$ cat src/rtl/if_fetch.sv
// Instruction fetch stage: owns the fetch PC, issues single-outstanding
// requests to instruction memory and buffers returned words in a 2-entry
// prefetch queue that feeds the IF/ID pipeline register.
module if_fetch #(
    parameter logic [15:0] RESET_PC = 16'h0000,
    parameter logic [15:0] NOP_INST = 16'h0000
) (
    input  logic        clk,
    input  logic        rst,
    input  logic        ifid_stall,
    input  logic        branch_valid,
    input  logic [15:0] branch_target,
    output logic        imem_req,
    output logic [15:0] imem_addr,
    input  logic        imem_ack,
    input  logic [15:0] imem_rdata,
    output logic [15:0] inst_curr,
    output logic [15:0] pc_added,
    output logic        fetch_valid
);

    localparam logic [0:0] IDLE = 1'b0;
    localparam logic [0:0] WAIT = 1'b1;

    logic [0:0]  state;
    logic        outstanding;
    logic        kill;
    logic [15:0] fetch_pc;
    logic [15:0] last_pc_added;

    logic [15:0] q0_inst;
    logic [15:0] q0_pc;
    logic [15:0] q1_inst;
    logic [15:0] q1_pc;
    logic [1:0]  count;

    logic        stalled;
    logic        ack_live;
    logic        push;
    logic        pop;
    logic [2:0]  occ_next;

    // Handshake decode, queue occupancy look-ahead and output muxing
    always_comb begin
        outstanding = (state == WAIT);
        // Only a definite 1 holds the stage; X/Z on the stall line lets it advance
        stalled     = (ifid_stall === 1'b1);
        fetch_valid = (count != 2'd0);
        ack_live    = imem_ack & outstanding;
        push        = ack_live & ~kill & ~branch_valid;
        pop         = fetch_valid & ~stalled & ~branch_valid;
        occ_next    = {1'b0, count} + {2'b00, push} - {2'b00, pop};
        imem_req    = ~rst & ~branch_valid & (~outstanding | imem_ack) & (occ_next < 3'd2);
        imem_addr   = fetch_pc;
        inst_curr   = fetch_valid ? q0_inst : NOP_INST;
        pc_added    = fetch_valid ? q0_pc   : last_pc_added;
    end

    // Request FSM, fetch PC and stale-response kill flag
    always_ff @(posedge clk or posedge rst) begin
        if (rst) begin
            state    <= IDLE;
            kill     <= 1'b0;
            fetch_pc <= RESET_PC;
        end else if (branch_valid) begin
            fetch_pc <= branch_target;
            // A request still in flight must have its eventual response dropped
            kill     <= outstanding & ~imem_ack;
            state    <= (outstanding & ~imem_ack) ? WAIT : IDLE;
        end else begin
            if (imem_req) begin
                state    <= WAIT;
                fetch_pc <= fetch_pc + 16'd1;
            end else if (ack_live) begin
                state <= IDLE;
            end
            if (ack_live) begin
                kill <= 1'b0;
            end
        end
    end

    // Prefetch queue: head in q0, push/pop may coincide.
    // While a request is in flight fetch_pc already holds its address + 1,
    // so that value is the entry's pc_added without a separate address register.
    always_ff @(posedge clk or posedge rst) begin
        if (rst) begin
            count         <= 2'd0;
            q0_inst       <= '0;
            q0_pc         <= '0;
            q1_inst       <= '0;
            q1_pc         <= '0;
            last_pc_added <= '0;
        end else if (branch_valid) begin
            count <= 2'd0;
        end else begin
            if (pop) begin
                last_pc_added <= q0_pc;
            end
            case ({push, pop})
                2'b10: begin
                    if (count == 2'd0) begin
                        q0_inst <= imem_rdata;
                        q0_pc   <= fetch_pc;
                    end else begin
                        q1_inst <= imem_rdata;
                        q1_pc   <= fetch_pc;
                    end
                    count <= count + 2'd1;
                end
                2'b01: begin
                    q0_inst <= q1_inst;
                    q0_pc   <= q1_pc;
                    count   <= count - 2'd1;
                end
                2'b11: begin
                    if (count == 2'd1) begin
                        q0_inst <= imem_rdata;
                        q0_pc   <= fetch_pc;
                    end else begin
                        q0_inst <= q1_inst;
                        q0_pc   <= q1_pc;
                        q1_inst <= imem_rdata;
                        q1_pc   <= fetch_pc;
                    end
                end
                default: begin
                end
            endcase
        end
    end

endmodule

$ cat config.mk
export PLATFORM = sky130hd
export DESIGN_NAME = if_fetch
export DESIGN_NICKNAME = d
export VERILOG_FILES = /design/src/rtl/if_fetch.sv
export SDC_FILE = /design/constraint.sdc
export NUM_CORES = 1
export LEC_CHECK = 0
export ABC_CLOCK_PERIOD_IN_PS = 4000
export CORE_ASPECT_RATIO = 2
export CORE_MARGIN = 5
export CORE_UTILIZATION = 59
export CTS_BUF_LIST = sky130_fd_sc_hd__clkbuf_4
export DETAILED_ROUTE_END_ITERATION = 6
export DONT_BUFFER_PORTS = 1
export PLACE_DENSITY_LB_ADDON = 0.3
export SYNTH_ARGS = -nofsm -noshare
export SYNTH_HDL_FRONTEND = slang
export SYNTH_SLANG_ARGS = --single-unit
$ cat constraint.sdc
create_clock -name clk -period 4 [get_ports clk]
set_input_delay 0.6 -clock clk [delete_from_list [all_inputs] [get_ports clk]]
set_output_delay 0.6 -clock clk [all_outputs]
set_load 0.03 [all_outputs]
==> results.md <==
* Run status: completed
* CTS root buffer: clkbuf_4
* Setup violators final at 0
* Post-CTS setup buffers at 0
* Max rail drop VDD at 0.3579 mV
* Total global-route track usage at 0.2274
* Commonest cells in the netlist: dfrtp_1 (100), mux2_2 (64), nand2_1 (46)
* DRT Pass-1 Iters at 5
* Unique cell type count in the Yosys netlist at between 40 and 50
* Main synth FF type: dfrtp_1
* Fin crit period at 3.743 ns
* Seq/Total Area, Yosys at 0.5236
* Syn Nets at 481
* Post-Place Worst Slack at 0.6365 ns
* Worst slew pin tran at 1.014 ns
* Met3 Track Usage GR at 0.04967
* Gr busiest metal: met2
* Remaining DRCs at 0
* Cells after DPL at between 500 and 600
* Post-synth ARST share at 1.000
* Remaining global-route overflow at 0
* Final Skew at 0.007520 ns
* Worst r2r path cells at 10
* Worst Path Max Fanout at 5
* Die ar. at 10,110 um2
* Syn Area/Cell at 10.96 um2
* Required time worst endpoint at 3.40 ns
* Leak at 2.167 nW
* Slew Limit Fails at 0
* Most common cell in the netlist: dfrtp_1
* Post-Syn Area at 4780 um2
* Global-route wire length before repair at 17,370 um
* Worst-Skew Late Latency at 0.45 ns
* Clock-pin slew on the worst setup and hold paths at 0.14 ns
* Dominant cells by area after synthesis: dfrtp_1 (52%), mux2_2 (15%), a22oi_1 (5.0%)
* Core footprint at slightly below 8000 um2
* Crit. End Element: output port
* Final antenna-violating net count at 0
* Setup TNS at 0 ns
* Nets at about 470
* Grt met1 use at 0.2595
* Synth warn at 0
* Detailed placer's ending HPWL at a little over 7000 um
* Post-synth EDFFs at 0
* Power Density at 607.3 nW/um2
* H-Tree Depth at 3
* Clock Path Buffers at 2
* Cts bufs inserted at 9
* Synth top area share at 0.5236
* Setup crit start kind: register
* Rel. slew slack at 0.3241
* Crit Path Category: reg2out
* Die H at ~140 um
* Hold Vio Cnt, Final at 0
* Final period util at 0.9358
* CTS sink count at 100
* Register bit total from synthesis at 100
* Pin count of the biggest net entering global routing at 74
* Routed WL at approximately 11,000 um
* Layout Cells excl Fill at 526
* Port Buffers at 0
* Met2 Use GR at 0.3775
* Via Count at 3,236
* Hold_buf cts at 0
* Antenna violations before repair at 1
* Number of I/O pins at 87
* Via/cell ratio at 6.152
* CTS tree: built
* Worst EP arrival at 3.14 ns
* Die width at around 74 um
* Vias in the first global route at between 3,000 and 4,000
* Maximum operating frequency at 267.2 MHz
* RSZ-0062 raised after global routing: no
* FP Rows at 46
* Layout cells sized above 1 at 0.2261
* Hold slack at between 0.15 and 0.2 ns
* Syn-to-layout area delta at 3.586%
* Initial core utilization at 0.6018
* Worst hold path type: in2async
* Final Util at 0.6233
* Number of max-cap violations at 0
* Synth area leader: dfrtp_1
* Post-Synthesis Cells at 436
* Routed WL per cell at 20.05 um
* Drt initial violations at 130
* RD Place Congestion at 0.8724
* Slack of the critical path at 0.2569 ns
* Post-cts sizing count at 0
[layout make-up]
type	instances	area [um2]
fillers	669	2992
flip-flops and latches	100	2502
multi-input cells	295	2123
well taps	96	120.1
clock buffers	10	75.07
repair buffers	7	52.55
inverters	11	43.79
clock inverters	6	31.28
diodes	1	2.502
[routing by layer]
layer	up-vias	routed length [um]
li1	1527	-
met1	1588	3833
met2	88	5689
met3	33	515
met4	0	506
met5	-	0
[power by group]
part           switching, mW  leakage, nW  internal [mW]  total, mW
registers              0.276         1.25           1.40       1.68
clock network          0.323       0.0634          0.129      0.452
logic                  0.495        0.855          0.380      0.875
[through the flow]
step | power, mW | cell area [um2]
floorplan | 2.405 | 4783
finish | 3.007 | 4951
detailed placement | 2.599 | 4842
CTS | 3.043 | 4949
global route | 3.213 | 4951
global placement | 2.544 | 4842
[cell usage in the layout (no fill, tap or decap), types with 4 or more instances in the layout]
cell / n
dfrtp_1: 100
clkbuf_4: 10
buf_4: 7
o21ai_0: 17
clkinv_2: 4
nor2_1: 20
nand4_1: 5
a31oi_1: 12
nand3_1: 6
xnor2_1: 4
o31ai_1: 5
o21ai_1: 22
nor2b_1: 17
a22oi_1: 32
mux2_2: 64
nand2_1: 46
ha_1: 7
or4_1: 5
inv_1: 10
[registers in the layout, summed over array words and instances, names as in the netlist]
name,flops
last_pc_added,16
q0_pc,16
q0_inst,16
outstanding,1
q1_inst,16
count,2
kill,1
imem_addr,16
q1_pc,16
[worst max-delay path, stage by stage (launching register included)]
cell and delay, ns:
dfrtp_1 0.46, inv_1 0.09, ha_1 0.21, nor3_2 0.18
ha_1 0.25, nand2b_1 0.15, fa_1 0.48, nand2b_1 0.12
or3_1 0.42, nor2_2 0.32
[cell families (layout without fill, tap and decap cells)]
group                    after synthesis  in the layout  synth area share
XOR/XNOR                               6              6           0.01099
multiplexers                          65             65            0.1529
AND/OR/NAND/NOR                      120            120            0.1267
buffers and inverters                 41             34           0.03403
adder cells (fa/ha/maj)                8              8           0.02251
other                                  0              1                 0
AO/OA/AOI/OAI                         96             96            0.1293
flip-flops                           100            100            0.5236
[path summary, 6_finish.rpt]
kind	from	endpoint	slack (ns)
min	rst	outstanding$_DFFE_PP0P_	0.19
max in group asynchronous	rst	q1_pc[4]$_DFFE_PP0P_	2.91
max	count[1]$_DFFE_PP0P_	imem_req	0.26
min in group clk	branch_valid	count[0]$_DFFE_PP0P_	0.19
min reg2reg	q0_inst[11]$_DFFE_PP0P_	q0_inst[11]$_DFFE_PP0P_	0.49
max reg2reg	count[1]$_DFFE_PP0P_	imem_addr[9]$_DFFE_PP0P_	0.66
No activity file was read; power rests on OpenSTA's default activity.
